<file path="src/rtl/divider.sv">
// Iterative 32-bit integer divider for the pipeline's DIVW/MODW/DIVWU/MODWU ops.
// Radix-2 restoring division on operand magnitudes, one quotient bit per
// cycle, with sign fix-up and divide-by-zero handling applied when the last
// bit is produced. Results are held in DONE while the pipeline is stalled.
module divider (
  input  logic        clk,
  input  logic        rstn,
  input  logic        pipeline_divider_flush,
  input  logic        pipeline_divider_stall,
  input  logic        pipeline_divider_start,
  input  logic [4:0]  pipeline_divider_subtype,
  input  logic [31:0] pipeline_divider_din1,
  input  logic [31:0] pipeline_divider_din2,
  output logic [31:0] divider_pipeline_dout,
  output logic        divider_pipeline_stall,
  output logic        divider_pipeline_done
);

  typedef enum logic [1:0] {
    IDLE = 2'd0,
    CALC = 2'd1,
    DONE = 2'd2
  } state_t;

  // Two's complement negate.
  function automatic logic [31:0] neg32(input logic [31:0] v);
    return ~v + 32'd1;
  endfunction

  // Magnitude of a signed 32-bit value (0x80000000 maps to itself, which is
  // the correct unsigned magnitude).
  function automatic logic [31:0] mag32(input logic [31:0] v);
    return v[31] ? neg32(v) : v;
  endfunction

  state_t      state_r;
  logic [5:0]  cnt_r;
  logic [31:0] quo_r;      // dividend bits shifting out, quotient bits shifting in
  logic [31:0] rem_r;      // partial remainder
  logic [31:0] dsr_r;      // divisor magnitude (or raw divisor for unsigned ops)
  logic        sign1_r;
  logic        sign2_r;
  logic        signed_r;
  logic        rem_sel_r;
  logic        dz_r;
  logic [31:0] dout_r;
  logic        done_r;

  logic        accept_s;
  logic        sub_signed_s;
  logic        sub_rem_s;
  logic [31:0] ld_quo_s;
  logic [31:0] ld_dsr_s;
  logic        ld_sign1_s;
  logic        ld_sign2_s;
  logic [32:0] tmp_s;
  logic [33:0] diff_s;
  logic [31:0] rem_nxt_s;
  logic        qbit_s;
  logic [31:0] quo_nxt_s;
  logic [31:0] q_fix_s;
  logic [31:0] r_fix_s;
  logic [31:0] result_s;

  assign accept_s     = pipeline_divider_start && !pipeline_divider_flush;
  assign sub_signed_s = (pipeline_divider_subtype == 5'd0) || (pipeline_divider_subtype == 5'd1);
  assign sub_rem_s    = (pipeline_divider_subtype == 5'd1) || (pipeline_divider_subtype == 5'd3);

  // Operand values captured when an operation is accepted.
  always_comb begin
    if (sub_signed_s) begin
      ld_quo_s   = mag32(pipeline_divider_din1);
      ld_dsr_s   = mag32(pipeline_divider_din2);
      ld_sign1_s = pipeline_divider_din1[31];
      ld_sign2_s = pipeline_divider_din2[31];
    end else begin
      ld_quo_s   = pipeline_divider_din1;
      ld_dsr_s   = pipeline_divider_din2;
      ld_sign1_s = 1'b0;
      ld_sign2_s = 1'b0;
    end
  end

  // One restoring step: shift in the next dividend bit, trial-subtract the divisor.
  always_comb begin
    tmp_s  = {rem_r, quo_r[31]};
    diff_s = {1'b0, tmp_s} - {2'b00, dsr_r};
    if (diff_s[33]) begin
      rem_nxt_s = tmp_s[31:0];
      qbit_s    = 1'b0;
    end else begin
      rem_nxt_s = diff_s[31:0];
      qbit_s    = 1'b1;
    end
    quo_nxt_s = {quo_r[30:0], qbit_s};
  end

  // Sign fix-up and divide-by-zero override applied to the final step's output.
  // With a zero divisor the remainder naturally ends up as the dividend
  // magnitude, so the dividend sign fix-up restores the original din1.
  always_comb begin
    if (dz_r) begin
      q_fix_s = 32'hFFFF_FFFF;
    end else if (signed_r && (sign1_r ^ sign2_r)) begin
      q_fix_s = neg32(quo_nxt_s);
    end else begin
      q_fix_s = quo_nxt_s;
    end
    if (signed_r && sign1_r) begin
      r_fix_s = neg32(rem_nxt_s);
    end else begin
      r_fix_s = rem_nxt_s;
    end
    if (rem_sel_r) begin
      result_s = r_fix_s;
    end else begin
      result_s = q_fix_s;
    end
  end

  // Stall request: the accepting cycle in IDLE plus every CALC cycle.
  always_comb begin
    if (state_r == CALC) begin
      divider_pipeline_stall = 1'b1;
    end else if (state_r == IDLE) begin
      divider_pipeline_stall = accept_s;
    end else begin
      divider_pipeline_stall = 1'b0;
    end
  end

  // Control FSM, datapath registers and registered result outputs.
  always_ff @(posedge clk or negedge rstn) begin
    if (!rstn) begin
      state_r   <= IDLE;
      cnt_r     <= 6'd0;
      quo_r     <= 32'd0;
      rem_r     <= 32'd0;
      dsr_r     <= 32'd0;
      sign1_r   <= 1'b0;
      sign2_r   <= 1'b0;
      signed_r  <= 1'b0;
      rem_sel_r <= 1'b0;
      dz_r      <= 1'b0;
      dout_r    <= 32'd0;
      done_r    <= 1'b0;
    end else if (pipeline_divider_flush) begin
      state_r <= IDLE;
      cnt_r   <= 6'd0;
      dout_r  <= 32'd0;
      done_r  <= 1'b0;
    end else begin
      case (state_r)
        IDLE: begin
          if (pipeline_divider_start) begin
            state_r   <= CALC;
            cnt_r     <= 6'd0;
            quo_r     <= ld_quo_s;
            rem_r     <= 32'd0;
            dsr_r     <= ld_dsr_s;
            sign1_r   <= ld_sign1_s;
            sign2_r   <= ld_sign2_s;
            signed_r  <= sub_signed_s;
            rem_sel_r <= sub_rem_s;
            dz_r      <= (pipeline_divider_din2 == 32'd0);
          end else begin
            state_r <= IDLE;
          end
        end
        CALC: begin
          quo_r <= quo_nxt_s;
          rem_r <= rem_nxt_s;
          if (cnt_r == 6'd31) begin
            state_r <= DONE;
            cnt_r   <= 6'd0;
            dout_r  <= result_s;
            done_r  <= 1'b1;
          end else begin
            cnt_r <= cnt_r + 6'd1;
          end
        end
        DONE: begin
          if (!pipeline_divider_stall) begin
            dout_r <= 32'd0;
            done_r <= 1'b0;
            if (pipeline_divider_start) begin
              state_r   <= CALC;
              cnt_r     <= 6'd0;
              quo_r     <= ld_quo_s;
              rem_r     <= 32'd0;
              dsr_r     <= ld_dsr_s;
              sign1_r   <= ld_sign1_s;
              sign2_r   <= ld_sign2_s;
              signed_r  <= sub_signed_s;
              rem_sel_r <= sub_rem_s;
              dz_r      <= (pipeline_divider_din2 == 32'd0);
            end else begin
              state_r <= IDLE;
            end
          end else begin
            state_r <= DONE;
          end
        end
        default: begin
          state_r <= IDLE;
          cnt_r   <= 6'd0;
          dout_r  <= 32'd0;
          done_r  <= 1'b0;
        end
      endcase
    end
  end

  assign divider_pipeline_dout = dout_r;
  assign divider_pipeline_done = done_r;

endmodule
</file>
<file path="config.mk">
export PLATFORM = sky130hd
export DESIGN_NAME = divider
export DESIGN_NICKNAME = d
export VERILOG_FILES = /design/src/rtl/divider.sv
export SDC_FILE = /design/constraint.sdc
export NUM_CORES = 1
export LEC_CHECK = 0
export CAP_MARGIN = 10
export CORE_AREA = 2 2 172 174
export DETAILED_ROUTE_END_ITERATION = 8
export DIE_AREA = 0 0 174 176
export GPL_ROUTABILITY_DRIVEN = 0
export PLACE_DENSITY_LB_ADDON = 0.15
export SYNTH_ARGS = -nofsm -noshare
export SYNTH_HDL_FRONTEND = slang
export SYNTH_SLANG_ARGS = --single-unit
</file>
<file path="constraint.sdc">
create_clock -name clk -period 6.7 [get_ports clk]
set_input_delay 1.34 -clock clk [delete_from_list [all_inputs] [get_ports clk]]
set_output_delay 1.34 -clock clk [all_outputs]
set_load 0.02 [all_outputs]
</file>
### Word-level counts from Yosys, hierarchy flattened

Index checks and enable logic that the tools add are counted.

* register bits: 142
* logic and storage cells: 103

* add/sub/neg operators: 6
* equal/unequal tests: 9
* muxes and demuxes: 56
* bitwise gates (word level): 6
* reductions and logical operators: 14

Operator list (number)
* $mux 32: 18
* $pmux 32 s3: 3
* $add 32x1->32 const B: 4
* $not 32->32: 4
* $pmux 32 s2: 1
* $sub 33x32->34: 1
* $logic_not 32->1: 1
* $mux 6: 4
* $mux 1: 19
* $pmux 6 s3: 1
* $pmux 1 s2: 5
* $reduce_and 3->1: 3
* $add 6x1->6 const B: 1
* $eq 6x5->1 const B: 1
* $mux 2: 3
* $pmux 2 s3: 1
* $eq 5x1->1 const B: 1
* $eq 5x2->1 const B: 1
* $logic_not 5->1: 1
* $ne 2x2->1 const B: 2
* $logic_and 1x1->1: 3
* $ne 3x2->1 const B: 1
* $ne 3x3->1 const B: 1
* $pmux 1 s3: 1
* other kinds (9): 10

### Longest topological paths before layout

* depth after elaboration: 10
* mapped depth: 22

### Worst setup path before layout

No wires, ideal clock.

* path kind: register to register
* start: register rem_r[27]
* end: register dout_r[30], in the netlist divider_pipeline_dout[30]
* arrival: 4562 ps
* slack: 1996 ps
* cell stages (with the launch flop): 21
* clock period less this slack: 4704 ps
* cell sequence: dfrtp_1 > ha_1 > buf_2 > nand3_1 > or3_1 > or2_1 > a21o_1 > nand2_4 > buf_2 > buf_2 > buf_2 > nand2_1 > o21ai_0 > ha_1 > nand3b_1 > or3_1 > a22oi_1 > or4b_4 > nor4_2 > or4bb_1 > o2111ai_1

* word-level cells in the longest chain between the ends: 10
* elaborated cells between the ends (all ways): 14
* classes of those cells: add/sub (3); mux (9); bitwise (2)

Ends and longest elaborated chain
* start, declared: RTL line 39 `logic [31:0] rem_r;`
* start signal, assigned: RTL line 172 `rem_r <= rem_nxt_s;`
* $sub 33x32->34: RTL line 87 `diff_s = {1'b0, tmp_s} - {2'b00, dsr_r};`
* $mux 1: RTL line 88 `if (diff_s[33]) begin`
* $not 32->32: RTL line 27 `return ~v + 32'd1;`
* $add 32x1->32: RTL line 27
* $mux 32: RTL line 104 `end else if (signed_r && (sign1_r ^ sign2_r)) begin`
* $mux 32: RTL line 102 `if (dz_r) begin`
* $mux 32 (*): RTL line 114 `if (rem_sel_r) begin`
* $mux 32 (*): RTL line 173 `if (cnt_r == 6'd31) begin`
* $pmux 32 s3 (*): RTL line 153 `case (state_r)`
* $mux 32 (*): RTL line 147 `end else if (pipeline_divider_flush) begin`
* end signal, assigned: RTL line 176 `dout_r <= result_s;`
* end, declared: RTL line 46 `logic [31:0] dout_r;`

Every way passes the cells marked *; elsewhere a longest branch is shown, timed or not. The select of a mux whose other input is x is not followed.
A chain may end at the register's enable or synchronous reset.

### Worst setup path in the final report

* start: register rem_r[0]
* end: register dout_r[30], in the netlist divider_pipeline_dout[30]

Same word-level chain as after synthesis.

==> flow_summary.json <==
{
  "outcome": "finished clean",
  "async_reset_ff_share_pct": 100.0,
  "finalSetupViolCount": 0,
  "worstPathArrival_ns": 5.51,
  "clk-insertion-delay-late_ns": 0.43,
  "die_h_um": 176,
  "totalWireLength_mm": 33.30,
  "io_pins": 108,
  "hp-class": "register to register",
  "grt_pass1_wl_mm": 54.41,
  "synth_ff_type": "dfrtp_1",
  "fmaxAchievable_mhz": 193.3,
  "viasPerCell": 5.617,
  "portBuffers": 107,
  "seq_area_frac_synth_pct": 31.41,
  "num_rows": 62,
  "slew_viol_final": 0,
  "yosys_warnings": 0,
  "grt_pass1_vias": 10417,
  "ys_ff_latch": 142,
  "drt_iter0_markers": 799,
  "cts_hold_buf": 0,
  "rsz0062_at_grt": "false",
  "maxCapViolCount": 0,
  "irDropWorstVdd_mv": 0.2008,
  "htreeDepth": 4,
  "dr_wl_met3_mm": 1.360,
  "detail_route.wl_per_cell_um": 17.55,
  "setup_tns_ns": 0,
  "netlist_area_mm2": 0.01131,
  "power.leakage_nw": 5.609,
  "layout-drive-gt1-share_pct": 4.957,
  "fin_nets": 1613,
  "ant_nets": 0,
  "grt_max_degree": 97,
  "vias": 10655,
  "cpMaxStageDelayCell": "a21o_1",
  "clk_pin_slew_worst_paths_ns": 0.07,
  "final_common_cell": "nand2_1",
  "cpPeakStageDelay_ns": 0.52,
  "end_kind": "register",
  "drc": 0,
  "crit_path_frequent_cell": "nand2b_1",
  "cp_cell_sequence": "ha_1, nor2b_1, o31a_1, o211a_1, o21ai_1, a21o_1, nand2_4, inv_4, ha_1, nand2b_1, nand2b_1, or4_1, nand2b_1, o31a_1, xor2_1, o21ai_0, or4bb_1, o2111ai_1",
  "power_density_mw_per_mm2": 235.1,
  "dp_hpwl_mm": 24.94,
  "grt.total_usage_pct": 22.05,
  "yosys.cell_types.count": 86,
  "top_layer": "met4",
  "fin_crit_sh_pct": 77.21,
  "core_mm2": 0.02855,
  "die-area_mm2": 0.03062,
  "syn_to_final_growth_pct": 17.52,
  "grt-ovfl-total": 0,
  "diodes": 0,
  "worst_pin_slew_ns": 0.9803,
  "cts_tree": "done",
  "fin_util_pct": 46.58,
  "antenna_found_initial": 0,
  "synth_cells": 1434,
  "firstDrtPassIters": 5,
  "cts_num_sinks": 142,
  "avgSynthCellArea_um2": 7.890,
  "criticalPathCategory": "register to register",
  "cts_resized": 0,
  "syn_nets": 1546,
  "hold_viol": 0,
  "worst_ep_required_time_ns": 7.04,
  "wl_met2_mm": 16.02,
  "relSlewSlack_pct": 34.49,
  "cts_max_path_buffers": 2,
  "post_cts_buffers": 0,
  "start_util_pct": 39.63,
  "root_buffer": "clkbuf_16",
  "met1Wirelength_mm": 15.21,
  "post-route-min-period_ns": 5.173,
  "final_cell_mix": "nand2_1 (235), o21ai_0 (202), dfrtp_1 (142)",
  "crit_fanout": 27,
  "fin_skew_ns": 0.01329,
  "cts_made_buffers": 17,
  "holdWs_ns": 0.4649,
  "die-width_um": 174,
  "total_power_mw": 3.126,
  "synth_edf_count": 0,
  "crit_path_start_kind": "register"
}
## stage by stage
stage / instances / worst slack (ns) / instance area (um^2)
final: 1897 / 1.527 / 13300
after global routing: 1897 / 1.119 / 13300
after CTS: 1896 / 1.542 / 13290
after detailed placement: 1865 / 1.580 / 12680
after global placement: 1865 / 1.639 / 12680
after floorplan: 1434 / 1.996 / 11310
## cells in the mapped netlist, drive strengths merged (24+ instances only)
cell,count,area share (%)
o21ai,223,9.9
nand2,236,7.9
o31ai,26,1.8
nor3,32,1.4
clkbuf,58,1.9
mux2i,24,2.1
nor2,81,2.7
xor2,82,6.3
inv,49,1.6
dfrtp,142,31
xnor2,50,3.9
ha,37,4.1
a21oi,79,3.6
## state kept, by name, indices dropped and copies added (netlist names)
signal and flops:
divider_pipeline_dout 32, dsr_r 32, quo_r 32, rem_r 32, cnt_r 6, state_r 2, divider_pipeline_done 1, dz_r 1
rem_sel_r 1, sign1_r 1, sign2_r 1, signed_r 1
## worst max-delay path, delay by kind of cell (launching register included)
kind / cells / cell delay, ns
compound gates: 7 / 1.81
xor+xnor: 1 / 0.12
fa+ha+maj: 2 / 0.54
simple gates: 7 / 1.83
flops: 1 / 0.46
buf+inv: 1 / 0.29
## where the power goes
group	total (mW)	leakage, nW	switching, mW	internal [mW]
combinational	1.01	3.44	0.623	0.383
clock	1.00	0.296	0.409	0.596
sequential	1.12	1.87	0.131	0.984
total	3.13	5.61	1.16	1.96
## routing by layer
| layer | vias up | GRT usage (%) |
|---|---|---|
| li1 | 5327 | - |
| met1 | 5070 | 29.31 |
| met2 | 214 | 37.12 |
| met3 | 44 | 3.553 |
| met4 | 0 | 6.443 |
| met5 | - | 0 |
## area by class of cell
cell class / instances / area (um^2)
clock buffer: 18 / 439.2
clock inverter: 13 / 165.2
fill: 2891 / 15250
inverter: 49 / 186.4
multi-input combinational: 1171 / 7298
sequential: 142 / 3553
tap: 384 / 480.5
timing repair buffer: 120 / 1174
## kinds of logic (layout without fill, tap and decap cells)
group | count (synthesis) | in the layout | share of synthesized area, %
XOR/XNOR | 132 | 132 | 10.22
buffers and inverters | 121 | 200 | 4.191
AO/OA/AOI/OAI | 480 | 480 | 26.96
flip-flops | 142 | 142 | 31.41
multiplexers | 25 | 25 | 2.223
adder cells (fa/ha/maj) | 38 | 38 | 4.268
AND/OR/NAND/NOR | 496 | 496 | 20.73
## worst paths after layout
kind / slack [ns] / startpoint / to / cells past startpoint
setup / recovery: 1.53 / rem_r[0] / divider_pipeline_dout[30] / 18
hold / removal: 0.46 / divider_pipeline_dout[21] / divider_pipeline_dout[21] / 2
setup reg to reg: 1.53 / rem_r[0] / divider_pipeline_dout[30] / 18
hold reg to reg: 0.46 / divider_pipeline_dout[21] / divider_pipeline_dout[21] / 2
max in group asynchronous: 4.44 / rstn / rem_sel_r / 2
min in group asynchronous: 0.96 / rstn / cnt_r[2] / 1
Note: power is estimated with default switching activity, not from simulation.
==> RTL change 1 (config.mk and constraints unchanged) <==
Reset style: synchronous (`rstn`), changed in one clocked block.
--- a/src/rtl/divider.sv
+++ b/src/rtl/divider.sv
@@ -131,5 +131,5 @@
 
   // Control FSM, datapath registers and registered result outputs.
-  always_ff @(posedge clk or negedge rstn) begin
+  always_ff @(posedge clk) begin
     if (!rstn) begin
       state_r   <= IDLE;
Formal check against the unedited RTL: differs if rstn is asserted again (counterexample within 4 cycles, from zero or initial values and one cycle with rstn low); with rstn held inactive, the same outputs for 4 cycles.
==> RTL change 1 against the unedited design <==
- synthesized area up 2.7%
- final area increased by 1.0%
- setup slack better by 0.17 ns
- critical path depth is 2 lower
- sequential cell count stayed put
- non-clock buffer count is 1 lower
- first-iteration DRC count up 30%
- clock skew is 0.00093 ns higher
- largest cell class unchanged
- hold slack worse by 0.015 ns
- fmax increased by 3.3%
- total power fell by 20%
- wire length is 14% higher
- sequential share of layout area shrank 5.6 points
==> RTL change 1: results (changes against the unedited design) <==
* DPL Wire Length at 28900 um (+16%)
* FF-to-FF End: divider_pipeline_dout[24]
* Main synth FF type: dfxtp_1
* Filler cell count at 2929 (+1.3%)
* Flop2flop setup slack at 1.69 ns (+0.17 ns)
* Slowest cell on crit path: or4_1
* GRT Overall Usage at 24.5% (+2.4 points)
* Pre-antenna DRT Iters at 6 (+1)
* Hold endpoint: divider_pipeline_dout[27]
* Static Leak at 5.18 nW (-7.6%)
* Hold Crit Start: divider_pipeline_dout[27]
* FF-to-FF path depth at 16 (-2)
* Status: finished, final reports clean
* WL met1 at 18100 um (+19%)
* Nets at 1697 (+5.2%)
* Vias in the first global route at 10.6k (+1.7%)
* Clock Skews at 0.0142 ns (+0.000929 ns)
* Register area share after synthesis at 24.5% (-6.9 points)
* CP top delay family: compound AO/OA/AOI/OAI gates
* First-pass GRT wire length at 59800 um (+9.8%)
* Top post-synthesis cells by count: 154 x nand2_1, 142 x dfxtp_1, 138 x a21oi_1
* Worst Max-Slew Pin Slew at 1.02 ns (+0.0394 ns)
* Post-Synthesis Cells at 1547 (+7.9%)
* Synth unique cells at 93 (+8.1%)
* DRT iter0 DRCs at 1041 (+30%)
RTL change 1: final cells by class:
class,count,area share (%)
multi-input cells,1251,60.8
flip-flops and latches,142,21.2
repair buffers,119,8.61
well taps,384,3.58
clock buffers,17,3.17
inverters,54,1.51
clock inverters,15,1.21
RTL change 1: cell families after synthesis:
group / after synthesis / share of synthesized area [%]
buffers and inverters: 154 / 5.46
DFF: 142 / 24.5
and+or+nand+nor: 567 / 24.9
AOI/OAI and AO/OA: 501 / 29.8
muxes: 23 / 2.01
xor gates and xnor gates: 122 / 9.19
adders and majority gates: 38 / 4.16
RTL change 1: metrics by stage:
step           hold WS [ns]  worst slack, ns  utilization, %
6_report              0.450             1.69            47.1
5_1_grt               0.481             1.29            47.1
4_1_cts               0.458             1.74            47.1
3_5_place_dp          0.441             1.79            45.0
3_3_place_gp          0.440             1.91            45.0
2_1_floorplan         0.441             1.99               -
RTL change 1: power groups by stage:
| stage | clock (mW) | sequential, mW | combinational (mW) |
|---|---|---|---|
| after floorplan | 0 | 0.912 | 0.419 |
| after global placement | 0 | 0.925 | 0.588 |
| after detailed placement | 0 | 0.926 | 0.591 |
| after CTS | 0.996 | 0.906 | 0.594 |
| after global routing | 1.04 | 0.911 | 0.660 |
| final | 0.983 | 0.907 | 0.603 |
RTL change 1: metal layers:
layer  track usage, %  up-vias
met5                0        -
met4             7.46        0
met3             2.58       60
met2             39.2      377
met1             34.6     5543
li1                 -     5736
RTL change 1: tightest hold or removal path, delay by kind of cell (launching register included):
kind             cells  cell delay [ns]
flip-flops           1             0.31
AO/OA/AOI/OAI        1             0.05
AND/OR/NAND/NOR      1             0.05
==> RTL change 2 (same settings) <==
Without the edit above. Encoding of `state_t`: now one-hot (3 bits for 3 states).
--- a/src/rtl/divider.sv
+++ b/src/rtl/divider.sv
@@ -17,8 +17,8 @@
 );
 
-  typedef enum logic [1:0] {
-    IDLE = 2'd0,
-    CALC = 2'd1,
-    DONE = 2'd2
+  typedef enum logic [2:0] {
+    IDLE = 3'b001,
+    CALC = 3'b010,
+    DONE = 3'b100
   } state_t;
 
Formal check against the unedited RTL: no difference found for any inputs over 4 cycles, from zero or initial values and one cycle with rstn low; so few cycles prove little.
==> RTL change 2 against the unedited design <==
- final area rose by 2.8%
- sequential cell count rose by 1
- wire length rose by 7.8%
- synthesized area rose by 4.2%
- total power fell by 6.2%
- setup slack got worse by 0.12 ns
- synthesized cell count rose by 4.0%
- critical path type unchanged
- largest cell class unchanged
- largest power group unchanged
==> RTL change 2: results (changes against the unedited design) <==
* Status: finished, final reports clean
* Flop2flop setup slack at 1.41 ns (-0.12 ns)
* Pin count of the biggest net entering global routing at 87 (-10%)
* Clock Skews at 0.0150 ns (+0.00174 ns)
* Met3 WL at 1550 um (+14%)
* Hold depth at 2 (unchanged)
* Place WS at 1.48 ns (-0.0992 ns)
* Plain + repair buffers at 124 (+3.3%)
* M1 GR Usage at 33.1% (+3.8 points)
* DRT iter0 DRCs at 877 (+9.8%)
* FF-to-FF End: divider_pipeline_dout[22]
* DPL Wire Length at 26800 um (+7.3%)
* PD cells at 215 nW/um^2 (-8.7%)
* WL met1 at 17300 um (+14%)
* Switch Pwr at 1.11 mW (-4.2%)
* XOR/XNOR Fraction of Synth Area at 9.86% (-0.36 points)
* Placed inst area at 13100 sq um (+3.3%)
* Clk tree area frac at 4.20% (-0.34 points)
* Crit-path max FO at 18 (-33%)
* Multi-input gates at 1210 (+3.3%)
* Final wirelength at 35900 um (+7.8%)
* Seq/total area at 26.2% (-0.53 points)
* Net Count, Synth at 1603 (+3.7%)
* Non-clock inverters at 56 (+14%)
* Min Hold Slack at 0.478 ns (+0.0135 ns)
* NonClk Buf Share at 8.78% (-0.048 points)
* Post-DR wirelength/cell at 18.4 um (+5.0%)
* Met2 routed WL at 16300 um (+2.0%)
* DR vias at 11.2k (+4.9%)
* Worst vdd ir at 0.156 mV (-22%)
* Placed cells at 1917 (+2.8%)
* Minimum clock period at 5.29 ns (+0.119 ns)
* Post-synthesis mux area share at 1.54% (-0.68 points)
* Combinational power at 0.900 mW (-11%)
* Grt met2 use at 38.7% (+1.6 points)
* Hold Crit Start: divider_pipeline_done
* Top post-synthesis cells by area: dfrtp_1 30%, o21ai_0 7.6%, nand2_1 6.5%
* Compound-cell area share of the yosys netlist at 27.0% (+0.043 points)
* Layout cells sized above 1 at 7.09% (+2.1 points)
* Seq_cells at 143 (+0.70%)
* Reg power frac at 36.5% (+0.8 points)
* R2r startpoint: rem_r[23]
* CLK BUF at 17 (-1)
* Register area share after synthesis at 30.4% (-1.1 points)
* GRT Overall Usage at 23.9% (+1.8 points)
* Synth unique cells at 104 (+21%)
* Register cell area after layout at 3580 sq um (+0.74%)
* Slew headroom at 39.0% (+4.5 points)
* Nets at 1664 (+3.2%)
* Static Leak at 5.63 nW (+0.30%)
* Hold endpoint: divider_pipeline_done
* Met3 track utilization from global routing at 3.75% (+0.19 points)
* First-pass GRT wire length at 58700 um (+7.9%)
-- RTL change 2: critical path, cell delays in order (launching register included) --
cell       delay, ns
dfrtp_1         0.42
ha_1            0.42
a21oi_2         0.27
o211ai_1        0.15
a311oi_2        0.22
o31ai_1         0.11
buf_4           0.18
or3_4           0.51
o21ai_0         0.40
ha_1            0.28
o211ai_1        0.19
a211oi_4        0.33
o2111ai_1       0.16
or4_1           0.45
a221oi_2        0.34
a31oi_1         0.18
xnor2_1         0.17
a221oi_1        0.30
a21o_1          0.11
-- RTL change 2: logic make-up (layout without fill, tap and decap cells) --
| logic type | count (synthesis) | count (layout) |
|---|---|---|
| AND/OR/NAND/NOR | 526 | 526 |
| AO/OA/AOI/OAI | 497 | 497 |
| adder cells (fa/ha/maj) | 38 | 38 |
| flip-flops | 143 | 143 |
| buffers and inverters | 138 | 212 |
| multiplexers | 18 | 18 |
| XOR/XNOR | 131 | 131 |
